File: config.mk
export PLATFORM = sky130hd
export DESIGN_NAME = alu_op_sequencer
export DESIGN_NICKNAME = d
export VERILOG_FILES = /design/src/rtl/alu_pkg.sv /design/src/rtl/alu_next_op.sv /design/src/rtl/alu_op_sequencer.sv
export SDC_FILE = /design/constraint.sdc
export NUM_CORES = 1
export LEC_CHECK = 0
export CAP_MARGIN = 20
export CORE_MARGIN = 10
export CORE_UTILIZATION = 30
export CTS_CLUSTER_DIAMETER = 100
export DETAILED_ROUTE_END_ITERATION = 10
export SYNTH_ARGS = -nofsm -noshare
export SYNTH_HDL_FRONTEND = slang
export SYNTH_HIERARCHICAL = 1
export SYNTH_SLANG_ARGS = --single-unit
File: constraint.sdc
create_clock -name clk -period 1.63 [get_ports clk]
set_input_delay 0.163 -clock clk [delete_from_list [all_inputs] [get_ports clk]]
set_output_delay 0.163 -clock clk [all_outputs]
set_load 0.05 [all_outputs]
File: src/rtl/alu_pkg.sv
// Shared definitions for the 6-bit ALU and its stimulus sequencer:
// datapath width, opcode numbering and the sequencer state encoding.
package alu_pkg;

    // ALU datapath width
    localparam int unsigned ALU_W = 6;

    // Opcode numbering as seen on the ALU sel input (13 and 14 are unused)
    localparam logic [3:0] OP_ZERO = 4'd0;
    localparam logic [3:0] OP_A    = 4'd1;
    localparam logic [3:0] OP_B    = 4'd2;
    localparam logic [3:0] OP_GE   = 4'd3;
    localparam logic [3:0] OP_NEGA = 4'd4;
    localparam logic [3:0] OP_NEGB = 4'd5;
    localparam logic [3:0] OP_SHRA = 4'd6;
    localparam logic [3:0] OP_SHRB = 4'd7;
    localparam logic [3:0] OP_XOR  = 4'd8;
    localparam logic [3:0] OP_NOTA = 4'd9;
    localparam logic [3:0] OP_NOTB = 4'd10;
    localparam logic [3:0] OP_SUB  = 4'd11;
    localparam logic [3:0] OP_ADD  = 4'd12;
    localparam logic [3:0] OP_ONES = 4'd15;

    // Sequencer states
    typedef enum logic [1:0] {
        ST_IDLE  = 2'd0,
        ST_DRIVE = 2'd1,
        ST_HOLD  = 2'd2,
        ST_FIN   = 2'd3
    } seq_state_t;

    // Counter reload value: the counter counts SETTLE-1 down to 0, so the
    // ALU inputs are held for SETTLE cycles before alu_x is sampled.
    function automatic logic [3:0] settle_load(input int unsigned settle);
        return 4'(settle - 1);
    endfunction

endpackage

File: src/rtl/alu_next_op.sv
// Priority finder: lowest opcode enabled in MASK that lies strictly above
// cur. With from_start set, cur is ignored and the search begins below
// opcode 0, which gives the first enabled opcode of a batch.
module alu_next_op #(
    parameter logic [15:0] MASK = 16'h9FFF
) (
    input  logic [3:0] cur,
    input  logic       from_start,
    output logic [3:0] next_op,
    output logic       no_next
);

    // Scan from the top down so the last hit is the lowest qualifying opcode
    always_comb begin
        next_op = 4'd0;
        no_next = 1'b1;
        for (int i = 15; i >= 0; i--) begin
            if (MASK[i] && (from_start || (i > int'(cur)))) begin
                next_op = 4'(i);
                no_next = 1'b0;
            end
        end
    end

endmodule

File: src/rtl/alu_op_sequencer.sv
// Hardware stimulus driver for the 6-bit ALU. A start pulse latches one
// operand pair; every opcode enabled in OP_MASK is then driven in ascending
// order, alu_x is sampled after SETTLE cycles and offered downstream over
// valid/ready tagged with its opcode. All outputs are registered.
module alu_op_sequencer
    import alu_pkg::*;
#(
    parameter int unsigned W       = ALU_W,
    parameter int unsigned SETTLE  = 2,
    parameter logic [15:0] OP_MASK = 16'h9FFF
) (
    input  logic         clk,
    input  logic         rst_n,
    input  logic         start,
    input  logic [W-1:0] a_in,
    input  logic [W-1:0] b_in,
    output logic [3:0]   alu_sel,
    output logic [W-1:0] alu_a,
    output logic [W-1:0] alu_b,
    input  logic [W-1:0] alu_x,
    output logic         res_valid,
    input  logic         res_ready,
    output logic [3:0]   res_sel,
    output logic [W-1:0] res_data,
    output logic         busy,
    output logic         done
);

    localparam logic [3:0] CNT_LOAD = settle_load(SETTLE);

    seq_state_t state;
    logic [3:0] cnt;
    logic [3:0] next_sel;
    logic       no_next;
    logic       from_start;

    // In IDLE the finder looks for the first enabled opcode; otherwise it
    // looks for the one after the opcode currently on alu_sel.
    assign from_start = (state == ST_IDLE);

    alu_next_op #(
        .MASK(OP_MASK)
    ) u_next_op (
        .cur       (alu_sel),
        .from_start(from_start),
        .next_op   (next_sel),
        .no_next   (no_next)
    );

    // Batch control FSM; every output is a register written here
    always_ff @(posedge clk or negedge rst_n) begin
        if (!rst_n) begin
            state     <= ST_IDLE;
            cnt       <= 4'd0;
            alu_sel   <= OP_ZERO;
            alu_a     <= '0;
            alu_b     <= '0;
            res_valid <= 1'b0;
            res_sel   <= 4'd0;
            res_data  <= '0;
            busy      <= 1'b0;
            done      <= 1'b0;
        end else begin
            done <= 1'b0;
            case (state)
                ST_IDLE: begin
                    // done is still high in the cycle right after FIN; a start
                    // seen then belongs to the batch that just ended.
                    if (start && !done) begin
                        alu_a <= a_in;
                        alu_b <= b_in;
                        busy  <= 1'b1;
                        if (!no_next) begin
                            alu_sel <= next_sel;
                            cnt     <= CNT_LOAD;
                            state   <= ST_DRIVE;
                        end else begin
                            state <= ST_FIN;
                        end
                    end
                end
                ST_DRIVE: begin
                    if (cnt == 4'd0) begin
                        res_data  <= alu_x;
                        res_sel   <= alu_sel;
                        res_valid <= 1'b1;
                        state     <= ST_HOLD;
                    end else begin
                        cnt <= cnt - 4'd1;
                    end
                end
                ST_HOLD: begin
                    if (res_valid && res_ready) begin
                        res_valid <= 1'b0;
                        if (!no_next) begin
                            alu_sel <= next_sel;
                            cnt     <= CNT_LOAD;
                            state   <= ST_DRIVE;
                        end else begin
                            state <= ST_FIN;
                        end
                    end
                end
                ST_FIN: begin
                    done  <= 1'b1;
                    busy  <= 1'b0;
                    state <= ST_IDLE;
                end
                default: begin
                    state <= ST_IDLE;
                end
            endcase
        end
    end

endmodule

==> results of run 1 <==
## routing by layer
metal  GRT usage (%)  vias up
met2            15.4       53
met5               0        -
met4            2.83        0
met3            5.73        4
met1            10.2      545
li1                -      550
## synthesized netlist by cell type (all sizes together)
cell,n,area (sq um)
nand4,1,6.26
buf,3,26.3
nor3b,1,12.5
nand2b,2,15.0
nor3,2,15.0
ha,2,25.0
o22a,1,10.0
nand3,2,15.0
dfrtp,35,876
nand2,6,22.5
a21bo,1,10.0
mux2,28,357
o211a,1,10.0
a21oi,6,30.0
o21ai,2,10.0
o211ai,1,7.51
nand3b,2,15.0
nor2,7,33.8
a211oi,3,22.5
o21a,3,22.5
a21o,2,16.3
and2b,1,7.51
inv,4,15.0
## placed cells by master, fill, tap and decap left out, types with 2 or more instances in the layout
master / n
sky130_fd_sc_hd__mux2_2: 17
sky130_fd_sc_hd__mux2_4: 11
sky130_fd_sc_hd__buf_4: 42
sky130_fd_sc_hd__inv_2: 3
sky130_fd_sc_hd__nor2_1: 6
sky130_fd_sc_hd__a21oi_1: 6
sky130_fd_sc_hd__o21ai_0: 2
sky130_fd_sc_hd__o21a_1: 3
sky130_fd_sc_hd__clkdlybuf4s50_1: 21
sky130_fd_sc_hd__nand2_1: 6
sky130_fd_sc_hd__clkbuf_1: 2
sky130_fd_sc_hd__clkbuf_8: 5
sky130_fd_sc_hd__a211oi_1: 3
sky130_fd_sc_hd__dfrtp_1: 30
sky130_fd_sc_hd__dfrtp_2: 5
sky130_fd_sc_hd__nand3b_1: 2
## cells by family after synthesis
kind of cell / count (synthesis)
muxes: 28
DFF: 35
AOI/OAI and AO/OA: 20
buffers and inverters: 7
adders and majority gates: 2
and+or+nand+nor: 24
## layout make-up
cell class | count | area, sq um
Clock buffer | 7 | 76.3
Clock inverter | 1 | 5.00
Fill cell | 492 | 2810
Inverter | 4 | 15.0
Multi-Input combinational cell | 74 | 682
Sequential cell | 35 | 882
Tap cell | 70 | 87.6
Timing Repair Buffer | 64 | 546
## stage by stage
stage	instance area, sq um	setup WS (ps)	std cells	util (%)	hold slack, ps
2_1_floorplan	1590	33.4	116	-	-133
3_3_place_gp	2170	-13.0	244	42.5	470
3_5_place_dp	2170	-48.9	244	42.5	472
4_1_cts	2270	10.7	253	44.4	296
5_1_grt	2290	0.874	255	44.9	319
6_report	2290	77.5	255	44.9	291
## sequential cells by signal, indices dropped and copies added, names as in the netlist
signal	cells
state	2
alu_b	6
busy	1
res_valid	1
alu_sel	4
done	1
res_sel	4
res_data	6
alu_a	6
cnt	4
## report_power, final
| group | internal, uW | total [uW] | switching, uW |
|---|---|---|---|
| clock network | 300 | 601 | 301 |
| logic | 1280 | 3210 | 1930 |
| registers | 1280 | 1580 | 302 |
| total | 2860 | 5390 | 2530 |
## worst paths after layout
kind / start / end / cells after the start
max: cnt[1]$_DFFE_PN0P_ / res_sel[0]$_DFFE_PN0P_ / 6
min: rst_n / alu_a[4]$_DFFE_PN0P_ / 2
max reg2reg: cnt[1]$_DFFE_PN0P_ / res_sel[0]$_DFFE_PN0P_ / 6
min reg2reg: busy$_DFFE_PN0P_ / busy$_DFFE_PN0P_ / 1
max in group asynchronous: rst_n / alu_sel[2]$_DFFE_PN0P_ / 2
min in group clk: busy$_DFFE_PN0P_ / busy$_DFFE_PN0P_ / 1
## critical path: stages (launching register included)
cell	delay (ps)
sky130_fd_sc_hd__dfrtp_1	400
sky130_fd_sc_hd__inv_2	80
sky130_fd_sc_hd__ha_4	120
sky130_fd_sc_hd__nor3b_4	240
sky130_fd_sc_hd__nand2_1	130
sky130_fd_sc_hd__buf_12	170
sky130_fd_sc_hd__mux2_4	290
## timing repair
item	in CTS	in global routing
setup endpoints to repair	12	15
resized for setup	1	4
setup buffers	1	2
pin swaps	0	2
==> summary by stage, run 1 <==
Floorplanning
51 I/O pins were placed. From bottom edge to top edge, the die measures 92.6 microns. The initial utilization of the core area, before any placement, comes to 30.9%. The die is 92.6 microns wide. The initialized floorplan defines 26 standard-cell rows. The floorplan step defined a core boundary enclosing 0.00511 sq mm. The die covers 0.00857 sq mm.

Route
The remaining number of nets flagged by the antenna check after routing is 0. The routed length on met2 is 1740 microns. After the first detailed-routing iteration, the DRC count stood at 75. Using the TritonRoute via totals, the vias-per-cell ratio works out to 4.52. The overall routed net length is 3850 microns. The routed via count is 1,152. The number of remaining DRC errors is 0. The first-pass detailed-route iteration total is 4. After detailed routing, the wire length on met1 is 1590 microns. The total length of routed met3 wires is 499 microns. Dividing the detail-routed wire length by the instance count gives 15.1 microns. The highest metal layer used by the detailed router is met4.

Global route
The overall routing resource usage is 9.49%. The maximum number of pins on one net before global-route repair is 36. Summed over all layers, the global routing overflow is 0. The number of global-route vias before repair is 1,361.

The number of antenna violations at the first check in global routing is 0. The first global-routing pass estimated 6610 microns of wire.

Clock tree
The maximum count of clock buffers along a single path is 2. The H-tree generated during clock tree synthesis spans 2 levels. The number of buffers inserted by hold repair at cts is 0. The later pin in the worst-skew pair is clocked with a latency of 280 ps. TritonCTS built the clock tree. Counting every sink on the clock net gives 35. The clock input transition at the sequential cells of the worst setup and hold paths is 70 ps. The number of buffers added by the clock tree synthesis step is 5.

Clock tree synthesis selected as its root buffer the cell sky130_fd_sc_hd__clkbuf_8.

Synthesis
Sequential cells were found to cover 55.4% of the synthesized design area. When the netlist entered floorplanning its net count stood at 140. The post-synthesis cell area is 0.00158 sq mm. Synthesis inferred 35 register bits.

By area, the combinational part of the netlist is dominated by multiplexers. The synthesized-area fraction occupied by xor and xnor cells is 0%. The synthesized area per cell is 13.6 sq um. Of the total synthesized cell area, the portion taken by AND, OR, NAND and NOR gates is 9.03%. Synthesis produced a netlist whose cell count is 116.

The fraction of the mapped netlist area in compound gates is 8.79%. The post-synthesis mux area share is 22.6%. The number of warning messages in the yosys log is 6.

The count of cell types in the netlist is 31. After Yosys synthesis, full adders, half adders and majority gates account for 1.58% of the synthesized area.

Power
The standby leakage power is 0.00107 uW. Across the VDD grid, the largest voltage drop is 0.00121 V. Summing internal, switching and leakage power gives 5390 uW. In this run the power density over the cells is 2350 mW/mm^2.

Final layout
The final-stage net count is 208. The repair_antennas step left the layout with diodes totalling 0. The area growth from synthesis to layout is 45.1%.

The share of post-route cells with drive strength above 1 is 50.8%.

Critical path
The setup check on the worst reg-to-reg path leaves a slack of 80 ps. The category of the most critical setup path is reg -> reg. At the worst endpoint, the arrival time is 1720 ps. The largest driver fanout on the critical path is 11.

The type of destination of the critical path is a flop. The worst setup path is launched from a flop. The critical path required time is 1800 ps.

Place
The placed wire-length estimate is 2920 microns. Input and output buffers added on the ports amount to 50. The global placement routability congestion is 0.761.

STA
The final count of hold timing violations is 0. The final worst clock skew is 4.42 ps. The number of pins exceeding their max-slew limit in the final report came to 0. The normalized max-slew margin is 70.1%. Setup repair after global routing left no endpoint under its margin. The share of the cycle needed by the critical path after routing is 95.2%. The final number of setup-violating endpoints is 0. The shortest period the worst path allows is 1550 ps. The slew of the pin with the lowest slew margin is 449 ps.

For this run, the top clock speed supported by timing is 644 MHz. The final setup TNS is 0 ps.

Status
The flow ran to the end, and the final reports show no timing, DRC or antenna violations.

Min path
The path class of the tightest hold or removal check is in -> async.

Job
Max-cap violations in this run came to 0.
Power figures use the tool's default switching activity.
==> inputs of run 2 (changes only) <==
--- a/config.mk
+++ b/config.mk
@@ -6,10 +6,13 @@
 export NUM_CORES = 1
 export LEC_CHECK = 0
 export CAP_MARGIN = 20
+export CELL_PAD_IN_SITES_DETAIL_PLACEMENT = 0
+export CELL_PAD_IN_SITES_GLOBAL_PLACEMENT = 1
 export CORE_MARGIN = 10
 export CORE_UTILIZATION = 30
 export CTS_CLUSTER_DIAMETER = 100
 export DETAILED_ROUTE_END_ITERATION = 10
+export PLACE_DENSITY_LB_ADDON = 0.1
 export SYNTH_ARGS = -nofsm -noshare
 export SYNTH_HDL_FRONTEND = slang
 export SYNTH_HIERARCHICAL = 1
==> summary by stage, run 2 (synthesis gave the netlist of run 1 again) <==
Global route
The global route total overflow is 0 (unchanged). The number of global-route vias before repair is 1,188 (-13%). The number of antenna violations at the first check in global routing is 0 (unchanged).

The overall routing resource usage is 9.29% (-0.20 points). The first-pass GRT wire length came to 6400 microns (-3.2%). The maximum number of pins on one net before global-route repair came to 36 (unchanged).

Final layout
The share of post-route cells with drive strength above 1 is 52.4% (+1.6 points). The count of filler cells inserted in the layout was 486 (-1.2%). Compared with the post-synthesis result, the final layout area differs by 46.2%. The antenna diode count is 0 (unchanged). The leading cell type in the layout, fill and taps excluded is sky130_fd_sc_hd__buf_4. The largest registers in the layout are alu_a (6), alu_b (6), res_data (6). The combined area of the multi-input logic cells came to 674 sq um (-1.1%).

The final standard cell utilization of the core was 45.2% (+0.32 points). In the layout the commonest cells are sky130_fd_sc_hd__buf_4, sky130_fd_sc_hd__dfrtp_1, sky130_fd_sc_hd__clkdlybuf4s50_1, sky130_fd_sc_hd__mux2_2, sky130_fd_sc_hd__mux2_4. The sequential cell area in the final layout is 883 sq um (+0.14%).

The final cell count without fillers is 255 (unchanged). The final-stage net count is 208 (unchanged).

Clock tree
The clock network latency to the later pin of the worst-skew pair was 280 ps (about the same). The level count of the clock H-tree is 2 (unchanged). The root buffer cell chosen for the clock tree is sky130_fd_sc_hd__clkbuf_8. The number of buffers added by the clock tree synthesis step is 5 (unchanged). The clock input transition at the sequential cells of the worst setup and hold paths came to 70 ps (about the same).

The clock sink count is 35 (unchanged). The maximum count of clock buffers along a single path came to 2 (unchanged). The clock tree from TritonCTS is yes.

Route
The routed via count divided by cell count is 4.48 (-0.78%). The iteration-0 DRC count of the detailed router is 80 (+6.7%). The remaining number of nets flagged by the antenna check after routing is 0 (unchanged). The number of remaining DRC errors came to 0 (unchanged).

The routed wirelength normalized by instance count came to 14.5 microns (-3.8%). The routed via count is 1,143 (-0.78%). The overall routed net length came to 3710 microns (-3.8%).

The first-pass detailed-route iteration total came to 3 (-1).

STA
The final count of hold timing violations is 0 (unchanged). The shortest period the worst path allows came to 1570 ps (+16.2 ps). The final number of setup-violating endpoints is 0 (unchanged). The number of pins exceeding their max-slew limit in the final report is 0 (unchanged). The slew of the pin with the lowest slew margin is 449 ps (+0.216 ps). The share of the cycle needed by the critical path after routing is 96.2% (+0.99 points).

The final worst clock skew came to 2.98 ps (-1.44 ps). The normalized max-slew margin is 70.1% (about the same). The achievable frequency is 637 MHz (-1.0%).

The worst slack on hold paths is 290 ps (-0.809 ps).

Floorplanning
The effective utilization at floorplan was 30.9% (unchanged). The area of the core was 0.00511 sq mm (unchanged). The overall die area is 0.00857 sq mm (unchanged). The I/O pin count is 51 (unchanged). The standard-cell row count came to 26 (unchanged). The width of the die came to 92.6 microns (unchanged). The floorplan die height is 92.6 microns (unchanged).

Critical path
The startpoint identified for the worst register-to-register timing path is cnt[0]$_DFFE_PN0P_. The category of cells accounting for the largest share of critical-path delay is flip-flops. The largest driver fanout on the critical path was 2 (-9). The number of cells on the worst reg-to-reg path is 6 (unchanged). The number of buffers and inverters on the critical path is 1 (-1). The critical path required time is 1800 ps (about the same). The delay of the slowest cell on the worst path was 380 ps (-20 ps).

By startpoint and endpoint, the worst setup path is classified as reg -> reg. STA classifies the critical path endpoint as a flop. The worst setup path is launched from a flop. The data arrival time at the worst-slack endpoint was 1740 ps (+20 ps). The slowest cell on the critical path is sky130_fd_sc_hd__dfrtp_1. The register-to-register path setup slack is 60 ps (-20 ps). The depth of the critical timing path with buffers and inverters included is 6 (unchanged). The endpoint of the most critical register-to-register path is cnt[1]$_DFFE_PN0P_.

Walking the worst path, the cells encountered are inv_1 -> ha_1 -> nor3b_4 -> nor2_4 -> o22a_2 -> mux2_4.

Power
The standby leakage power is 0.00108 uW (+0.90%). The largest vdd supply drop is 0.000915 V (-24%). The total power consumption of the routed design is 5450 uW (+1.0%).

The power density normalized to cell area was 2360 mW/mm^2 (+0.32%).

Job
The number of max-cap violations is 0 (unchanged).

Status
The run finished with clean final reports.

Place
The placed wire-length estimate is 2870 microns (-1.8%). The number of buffers inserted by port buffering is 50 (unchanged). The placed instance count is 246 (+0.82%). The global placement routability congestion is 0.693 (-8.9%).

Min path
The class of the most critical hold timing path is in -> async.
-- run 2: metal layers --
metal | global-route usage (%) | share of wire [%] | routed length, microns
met1 | 11.9 | 48 | 1760
met2 | 14.1 | 46 | 1710
met3 | 3.15 | 5.1 | 188
met4 | 3.47 | 1.1 | 41
met5 | 0 | 0 | 0
-- run 2: report_power, final --
part / switching (uW) / total, uW / internal, uW
Combinational: 1880 / 3160 / 1280
Sequential: 320 / 1600 / 1280
Clock: 299 / 683 / 384
Total: 2500 / 5450 / 2950
-- run 2: how the worst max path moves through the flow --
stage | to | startpoint | slack, ps
floorplan | cnt[1]$_DFFE_PN0P_ | done$_DFF_PN0_ | 30
global placement | cnt[1]$_DFFE_PN0P_ | start | -10
detailed placement | res_data[2]$_DFFE_PN0P_ | cnt[0]$_DFFE_PN0P_ | -10
CTS | res_data[2]$_DFFE_PN0P_ | cnt[0]$_DFFE_PN0P_ | 10
global route | cnt[0]$_DFFE_PN0P_ | cnt[0]$_DFFE_PN0P_ | -10
finish | cnt[1]$_DFFE_PN0P_ | cnt[0]$_DFFE_PN0P_ | 60
-- run 2: area by class of cell --
| cell class | instances | area share, % |
|---|---|---|
| clock buffer | 7 | 4.17 |
| inverter | 4 | 0.650 |
| multi-input combinational | 74 | 29.2 |
| clock inverter | 1 | 0.325 |
| timing repair buffer | 64 | 23.6 |
| tap | 70 | 3.79 |
| sequential | 35 | 38.2 |
-- run 2: what timing repair did --
| action | in CTS | in global routing |
|---|---|---|
| resized for setup | 1 | 4 |
| buffers inserted | 0 | 1 |
| endpoints found under the setup margin | 9 | 15 |
| gates cloned | 0 | 0 |
| hold buffers | 0 | 0 |
| pin swaps | 0 | 1 |
-- run 2: through the flow --
stage / cell area, sq um / TNS [ps] / setup WS (ps)
6_report: 2310 / 0 / 61.3
5_1_grt: 2310 / -31.2 / -13.2
4_1_cts: 2300 / 0 / 12.5
3_5_place_dp: 2190 / -69.4 / -12.4
3_3_place_gp: 2190 / -14.2 / -14.2
2_1_floorplan: 1590 / 0 / 33.4
